==> src/rtl/led_pattern_gen_pkg.sv <==
// Shared mode encodings for the LED pattern generator and anything that
// drives its mode input (switch decoder, debug register).
package led_pattern_gen_pkg;

  typedef enum logic [1:0] {
    MODE_COUNT   = 2'd0,
    MODE_SCAN    = 2'd1,
    MODE_BREATHE = 2'd2,
    MODE_BLINK   = 2'd3
  } mode_e;

endpackage

==> src/rtl/led_pattern_gen_tick_gen.sv <==
// Reusable prescaler: counts 0..DIV-1 while en is high and flags the cycle
// whose clock edge wraps the count back to zero.
module tick_gen #(
  parameter int DIV = 4
) (
  input  logic clk,
  input  logic rst,
  input  logic clr,
  input  logic en,
  output logic tick
);

  localparam int CW = (DIV > 1) ? $clog2(DIV) : 1;
  localparam logic [CW-1:0] LAST = CW'(DIV - 1);

  logic [CW-1:0] cnt;

  // Combinational so the consumer can register its step result on the wrap edge.
  assign tick = en && (cnt == LAST);

  always_ff @(posedge clk) begin
    if (rst || clr) begin
      cnt <= '0;
    end else if (en) begin
      cnt <= tick ? '0 : cnt + 1'b1;
    end
  end

endmodule

==> src/rtl/led_pattern_gen.sv <==
// LED pattern generator: COUNT, SCAN, BREATHE and BLINK patterns paced by a
// prescaler, with a pause input and a runtime mode load.
module led_pattern_gen
  import led_pattern_gen_pkg::*;
#(
  parameter int NUM_LEDS = 8,
  parameter int RATE_DIV = 6250000,
  parameter int PWM_W    = 8
) (
  input  logic                clk,
  input  logic                rst,
  input  logic [1:0]          mode,
  input  logic                mode_valid,
  input  logic                pause,
  output logic [NUM_LEDS-1:0] led,
  output logic                step_tick,
  output logic [1:0]          mode_q
);

  localparam logic [NUM_LEDS-1:0] SCAN_INIT = {{(NUM_LEDS-1){1'b0}}, 1'b1};
  localparam logic [PWM_W-1:0]    DUTY_MAX  = '1;

  logic tick;
  logic step;

  mode_e               mode_r, mode_n;
  logic [NUM_LEDS-1:0] count_r, count_n;
  logic [NUM_LEDS-1:0] scan_r, scan_n;
  logic                scan_up_r, scan_up_n;
  logic [PWM_W-1:0]    duty_r, duty_n;
  logic                duty_up_r, duty_up_n;
  logic                blink_r, blink_n;
  logic [PWM_W-1:0]    pwm_cnt;
  logic [NUM_LEDS-1:0] led_n;

  tick_gen #(.DIV(RATE_DIV)) u_tick (
    .clk  (clk),
    .rst  (rst),
    .clr  (mode_valid),
    .en   (~pause),
    .tick (tick)
  );

  // mode_valid is a one-cycle load strobe with no ready: every edge on which
  // it is high restarts the requested mode, overriding any coincident step.
  assign step   = tick && !mode_valid;
  assign mode_q = mode_r;

  always_comb begin
    mode_n    = mode_r;
    count_n   = count_r;
    scan_n    = scan_r;
    scan_up_n = scan_up_r;
    duty_n    = duty_r;
    duty_up_n = duty_up_r;
    blink_n   = blink_r;

    if (mode_valid) begin
      mode_n    = mode_e'(mode);
      count_n   = '0;
      scan_n    = SCAN_INIT;
      scan_up_n = 1'b1;
      duty_n    = '0;
      duty_up_n = 1'b1;
      blink_n   = 1'b0;
    end else if (step) begin
      case (mode_r)
        MODE_COUNT: count_n = count_r + 1'b1;
        MODE_SCAN: begin
          // Reverse at an endpoint on the same step, so ends are lit once.
          if (scan_up_r) begin
            if (scan_r[NUM_LEDS-1]) begin
              scan_n    = scan_r >> 1;
              scan_up_n = 1'b0;
            end else begin
              scan_n = scan_r << 1;
            end
          end else begin
            if (scan_r[0]) begin
              scan_n    = scan_r << 1;
              scan_up_n = 1'b1;
            end else begin
              scan_n = scan_r >> 1;
            end
          end
        end
        MODE_BREATHE: begin
          if (duty_up_r) begin
            if (duty_r == DUTY_MAX) begin
              duty_n    = duty_r - 1'b1;
              duty_up_n = 1'b0;
            end else begin
              duty_n = duty_r + 1'b1;
            end
          end else begin
            if (duty_r == '0) begin
              duty_n    = duty_r + 1'b1;
              duty_up_n = 1'b1;
            end else begin
              duty_n = duty_r - 1'b1;
            end
          end
        end
        default: blink_n = ~blink_r;
      endcase
    end

    case (mode_n)
      MODE_COUNT:   led_n = count_n;
      MODE_SCAN:    led_n = scan_n;
      MODE_BREATHE: led_n = {NUM_LEDS{pwm_cnt < duty_n}};
      default:      led_n = {NUM_LEDS{blink_n}};
    endcase
  end

  always_ff @(posedge clk) begin
    if (rst) begin
      mode_r    <= MODE_COUNT;
      count_r   <= '0;
      scan_r    <= SCAN_INIT;
      scan_up_r <= 1'b1;
      duty_r    <= '0;
      duty_up_r <= 1'b1;
      blink_r   <= 1'b0;
      pwm_cnt   <= '0;
      led       <= '0;
      step_tick <= 1'b0;
    end else begin
      mode_r    <= mode_n;
      count_r   <= count_n;
      scan_r    <= scan_n;
      scan_up_r <= scan_up_n;
      duty_r    <= duty_n;
      duty_up_r <= duty_up_n;
      blink_r   <= blink_n;
      pwm_cnt   <= pwm_cnt + 1'b1;
      led       <= led_n;
      step_tick <= step;
    end
  end

endmodule

==> config.mk <==
export PLATFORM = sky130hd
export DESIGN_NAME = led_pattern_gen
export DESIGN_NICKNAME = d
export VERILOG_FILES = /design/src/rtl/led_pattern_gen_pkg.sv /design/src/rtl/led_pattern_gen_tick_gen.sv /design/src/rtl/led_pattern_gen.sv
export SDC_FILE = /design/constraint.sdc
export NUM_CORES = 1
export LEC_CHECK = 0
export CORE_ASPECT_RATIO = 0.9
export CORE_UTILIZATION = 44
export DETAILED_ROUTE_END_ITERATION = 10
export PLACE_DENSITY_LB_ADDON = 0.05
export SYNTH_ARGS = -nofsm -noshare
export SYNTH_HDL_FRONTEND = slang
export SYNTH_SLANG_ARGS = --single-unit
export TNS_END_PERCENT = 20
==> constraint.sdc <==
create_clock -name clk -period 4.55 [get_ports clk]
set_clock_uncertainty 0.05 [all_clocks]
set_input_delay 0.455 -clock clk [delete_from_list [all_inputs] [get_ports clk]]
set_output_delay 0.455 -clock clk [all_outputs]
set_load 0.1 [all_outputs]
==> results of run 1 <==
registers in the layout, summed over array words and instances (netlist names):
signal / count
blink_r: 1
count_r: 8
duty_r: 8
duty_up_r: 1
led: 8
mode_q: 2
pwm_cnt: 8
scan_r: 8
scan_up_r: 1
step_tick: 1
u_tick.cnt: 23
Yosys cell counts (2+ instances only):
master and count:
or3_1 7, nor4_1 7, inv_1 11, and4_2 2
clkbuf_1 11, o21bai_1 2, mux2_2 11, nand2_1 31
a211oi_1 3, or4_1 4, nor2b_1 3, nand3_1 18
and3_1 8, or3_2 2, nor3_2 3, xor2_1 19
a31oi_1 3, or2_1 6, nand4_1 10, xnor2_1 27
nand3b_1 3, dfxtp_1 69, nand4b_1 3, nor3_1 10
mux2i_1 10, buf_6 2, nor2_1 64, a21oi_1 16
o211ai_1 5, o21ai_0 6, a22oi_1 4, or2_2 2
a41oi_1 3, and2_1 3, and2_2 2, ha_1 13
per-stage QoR:
stage          hold WS, ps  worst slack [ps]  cells  utilization, %  power [mW]
4_1_cts              427.0             694.2    557           50.80       1.166
6_report             423.0             759.6    557           50.80       1.147
5_1_grt              459.2             409.4    557           50.80       1.196
2_1_floorplan        375.5             998.0    428               -      0.6801
3_3_place_gp         404.9             635.8    544           48.69      0.6982
3_5_place_dp         406.4             507.7    544           48.69      0.6987
layout make-up:
class | instances | area (µm²) | share of cell area [%]
clock inverter | 1 | 7.507 | 0.1806
timing repair buffer | 18 | 175.2 | 4.213
tap | 115 | 143.9 | 3.461
multi-input combinational | 331 | 2243 | 53.96
sequential | 69 | 1381 | 33.22
clock buffer | 12 | 165.2 | 3.972
inverter | 11 | 41.29 | 0.9931
cells by family after synthesis:
kind of cell	Yosys count	synth area share, %
AO/OA/AOI/OAI	49	9.119
XOR/XNOR	46	10.72
adder cells (fa/ha/maj)	13	4.326
buffers and inverters	28	3.594
flip-flops	69	36.74
multiplexers	22	6.256
AND/OR/NAND/NOR	201	29.25
routing by layer:
layer | track usage [%] | vias to the layer above
met5 | 0 | -
met4 | 6.016 | 0
met3 | 5.418 | 4
met2 | 30.43 | 51
met1 | 26.53 | 1391
li1 | - | 1536
power by group through the flow:
stage,Clock (mW),Combinational [mW],Sequential [mW]
detailed placement,0,0.0699,0.629
global placement,0,0.0691,0.629
finish,0.463,0.0694,0.615
CTS,0.481,0.0700,0.615
global route,0.505,0.0761,0.615
floorplan,0,0.0349,0.645
worst reg2reg max path: stages, from the launching register on:
cell and delay, ps:
dfxtp_1 390, nor4bb_1 580, and3_1 310, nand3_1 360, o21bai_1 310, xor2_1 150
or2_1 220, ha_1 300, o211a_1 160, nand4_1 110, a211oi_1 270, o22a_2 290
a41oi_1 130
how the worst min path moves through the flow:
| stage | depth (start not counted) | to | slack, ps |
|---|---|---|---|
| 6_report | 1 | pwm_cnt[0] | 420 |
| 5_1_grt | 2 | duty_up_r | 460 |
| 4_1_cts | 1 | pwm_cnt[0] | 430 |
| 3_5_place_dp | 1 | pwm_cnt[0] | 410 |
| 3_3_place_gp | 2 | duty_up_r | 400 |
| 2_1_floorplan | 1 | pwm_cnt[0] | 380 |
==> metrics, run 1 <==
min Tclk post-route=3790 ps; I/O Buffers=16; placed inst area=0.003985 mm²; worst r2r path cells=12; Routed Antenna Nets=0; Vias/cell=5.354; top sig layer=met4; CP max-delay cell=nor4bb_1; Pint=0.8639 mW; share of layout cells above drive strength 1=10.41%; # diodes=0; Synth area leader=dfxtp_1; critical path data required time=4680 ps; RR Endpoint=led[7]; Rel. slew slack=34.65%; Max Cap Viol=0; initial antenna violation count=0; drc violations=0; number of synthesized register bits=69; share of total power in sequential cells=53.6%; Worst-path clk slew=80 ps; Sw Pwr=0.2830 mW; logic gate share of total power=6.1%; Clock Latency Late Sink=350 ps; Post-layout nets=459; Detailed Route WL=8051 µm; GRT Util Overall=19.55%; Area Overhead vs Synth=10.58%; Die ar.=0.008919 mm²; postcts setup bufs=0; starting density of the core=45.94%; Area contributors post-synth=dfxtp_1 37%, nor2_1 6.4%, xnor2_1 6.3%; Met1 Routed Length=4273 µm; final hold violations=0; CTS tree=yes; per-cell routed wire length=14.45 µm; CP Class=reg -> reg; ys flop type=dfxtp_1; period utilization=83.31%; Post-Synthesis Cells=428; FP Rows=31; hold_buf cts=0; Sink Count=69; GP Congestion=0.8895; gr ovfl total=0; number of synthesized flops with an enable pin=0; Final Max Tran Viols=0; final setup violation count=0; Hold Startpoint=pwm_cnt[0]; most frequent cells in the layout=69 x dfxtp_1, 64 x nor2_1, 31 x nand2_1; most common cell after layout, fill and taps aside=dfxtp_1; critical path fanouts, max=11; Yosys top cell area share=36.74%; Finished Cell Area=0.004158 mm²; Cell Pwr Density=275.8 mW/mm²; Fmax=0.2638 GHz; clock root cell=clkbuf_8; critical path depth=12; Worst EP arrival=3920 ps; Die Height=89.70 µm; Net Sw Frac=24.68%; Worst-Margin Slew=977.2 ps; vias in the first global route=2819; clock power share=40.3%; die width=99.44 µm; Max stage delay on crit path=580 ps; initial DRC count=158; fillcell total=811; Leak=1.441 nW; IO Count=17; crit path launch type=flip-flop; syn nets=447; TNS Setup=0 ps; wire length on met2=3438 µm; first-pass GRT wire length=13660 µm; Avg Cell Area, Syn=8.785 µm²; Seq/Total Area, Yosys=36.74%; Yosys cell types=61; routed vias=2982; status=finished, final reports clean; RSZ-0062 raised after global routing=no; largest net degree at the start of global routing=26; Core ar.=0.008184 mm²; worst-path cell chain=nor4bb_1 -> and3_1 -> nand3_1 -> o21bai_1 -> xor2_1 -> or2_1 -> ha_1 -> o211a_1 -> nand4_1 -> a211oi_1 -> o22a_2 -> a41oi_1; clock buffer count from CTS=9; worst path bufs/invs=0; Worst VDD drop=0.1284 mV; Post-Syn Area=0.003760 mm²; Critical Path Source=u_tick.cnt[14]; drt first pass iters=6; ys async rst share=0%; Max Buffers Root-to-Sink=2; Worst Setup End Kind=flip-flop; worst r2r src=u_tick.cnt[14]; Post-DP HPWL=5676 µm; reg2reg setup slack=760 ps; routed wl met3=289 µm; Hold Crit Class=reg -> reg; H-tree Lvls=3; Ys Warns=0; Top Family by Delay on Critical Path=simple AND/OR/NAND/NOR gates; post_cts resized=0; Worst Setup EP=led[7]
Note: power is estimated with default switching activity, not from simulation.
==> run 2: changes to the inputs <==
==> constraint.sdc (replaced) <==
create_clock -name clk -period 3.63 [get_ports clk]
set_clock_uncertainty 0.05 [all_clocks]
set_input_delay 0.363 -clock clk [delete_from_list [all_inputs] [get_ports clk]]
set_output_delay 0.363 -clock clk [all_outputs]
set_load 0.1 [all_outputs]
==> metrics, run 2 (synthesis results as in run 1) <==
hold_ws=428.8 ps; worst path bufs/invs=1; Cell Pwr Density=369.5 mW/mm²; # diodes=0; met3 usage=3.870%; Routed Antenna Nets=0; H-tree Lvls=3; Finished Cell Area=0.004370 mm²; Worst-Margin Slew=969.9 ps; Top Family by Delay on Critical Path=simple AND/OR/NAND/NOR gates; Max stage delay on crit path=560 ps; Worst VDD drop=0.2060 mV; period utilization=96.39%; Sink Count=69; Worst-path clk slew=70 ps; gr ovfl total=0; IO Count=17; Setup WS pre-CTS=29.38 ps; clock root cell=clkbuf_8; RR Endpoint=led[7]; GP Congestion=0.8642; final hold violations=0; share of layout cells above drive strength 1=15.50%; Die ar.=0.008919 mm²; status=finished, final reports clean; Detailed Route WL=8238 µm; Leak=1.553 nW; Max Buffers Root-to-Sink=2; Fmax=0.2858 GHz; RSZ-0062 raised after global routing=yes; worst setup margin=131.1 ps; min Tclk post-route=3499 ps; Biggest register=u_tick.cnt; Rel. slew slack=35.14%; Worst Setup End Kind=flip-flop; first-pass GRT wire length=13590 µm; vias in the first global route=2824; routed vias=3012; reg2reg setup slack=130 ps; largest net degree at the start of global routing=26; Max Cap Viol=0; Hold Startpoint=pwm_cnt[0]; worst r2r path cells=14; drc violations=0; dpl cells=556; fillcell total=768; CP max-delay cell=or4_4; CP Class=reg -> reg; grt peak-use layer=met2; initial antenna violation count=0; FP Rows=31; Die Height=89.70 µm; total power=1.615 mW; Final Non-Filler Cells=573; hold_buf cts=0; placed inst area=0.004075 mm²; met2 global-route usage=31.82%; Hold Crit Class=reg -> reg; per-cell routed wire length=14.38 µm; GRT Util Overall=19.64%; Core ar.=0.008184 mm²; Vias/cell=5.257; met1 usage=26.51%; drt first pass iters=4; Area Overhead vs Synth=16.24%; Post-DP HPWL=5892 µm; critical path data required time=3830 ps; critical path fanouts, max=8; CTS tree=yes; hold path cells=1; Top cell by count, worst path=nand2_1; die width=99.44 µm; worst r2r src=duty_r[5]; Worst EP arrival=3700 ps; most frequent cells in the layout=68 x dfxtp_1, 64 x nor2_1, 31 x nand2_1; Hold Path Sink=pwm_cnt[0]; worst-path cell chain=or4_4 -> o41ai_4 -> buf_4 -> nand2_1 -> xor2_1 -> mux2i_1 -> or2_2 -> ha_1 -> o21ai_0 -> nand2_1 -> nand4b_1 -> o2111ai_1 -> o22a_2 -> a41oi_2; initial DRC count=136; clock buffer count from CTS=9; I/O Buffers=16; Post-layout nets=472; crit path launch type=flip-flop; max FFs per register=23; Clock Latency Late Sink=350 ps; starting density of the core=45.94%; final setup violation count=0; Final Util=53.40%; Final Max Tran Viols=0; most common cell after layout, fill and taps aside=dfxtp_1; TNS Setup=0 ps
[run 2: changes by cell type in the layout (fill, tap and decap cells not counted), moves of 2 or more]
cell	before	now
buf_4	2	15
a211oi_1	3	1
a211oi_2	0	2
bufinv_16	0	2
nor4_1	7	5
nor4_2	0	2
[run 2: repair_timing]
| action | CTS | global route |
|---|---|---|
| setup buffers | 0 | 1 |
| setup endpoints to repair | 0 | 8 |
| resized for setup | 0 | 10 |
[run 2: worst reg2reg max path: cells and delay by family, from the launching register on]
| kind | cells | cell delay, ps |
|---|---|---|
| simple gates | 5 | 1170 |
| compound gates | 5 | 1150 |
| flops | 1 | 330 |
| fa+ha+maj | 1 | 290 |
| buf+inv | 1 | 210 |
| xor+xnor | 1 | 130 |
| mux | 1 | 90 |
[run 2: power breakdown]
group | internal, mW | total [mW] | switching (mW)
combinational | 0.0319 | 0.0987 | 0.0668
clock | 0.461 | 0.747 | 0.286
sequential | 0.763 | 0.769 | 0.00535
total | 1.26 | 1.61 | 0.358
[run 2: cell type report]
type	count	area [µm²]	share of cell area, %
clock buffers	13	178.9	4.094
flip-flops and latches	69	1383	31.63
clock inverters	3	65.06	1.489
well taps	115	143.9	3.292
repair buffers	31	272.8	6.241
multi-input cells	331	2286	52.30
inverters	11	41.29	0.9447
[run 2: worst max-delay path by stage]
stage	start	to	depth (start not counted)
2_1_floorplan	mode_q[1]	led[7]	12
3_3_place_gp	pause	led[7]	14
3_5_place_dp	pause	led[3]	13
4_1_cts	duty_r[5]	led[7]	13
5_1_grt	duty_r[5]	led[7]	14
6_report	duty_r[5]	led[7]	14
[run 2: metal layers]
layer	wire (µm)	vias up	part of all wire [%]
met1	4300	1397	52
met5	0	-	0
met3	342	2	4.2
met4	37	0	0.45
met2	3558	52	43
li1	-	1561	-
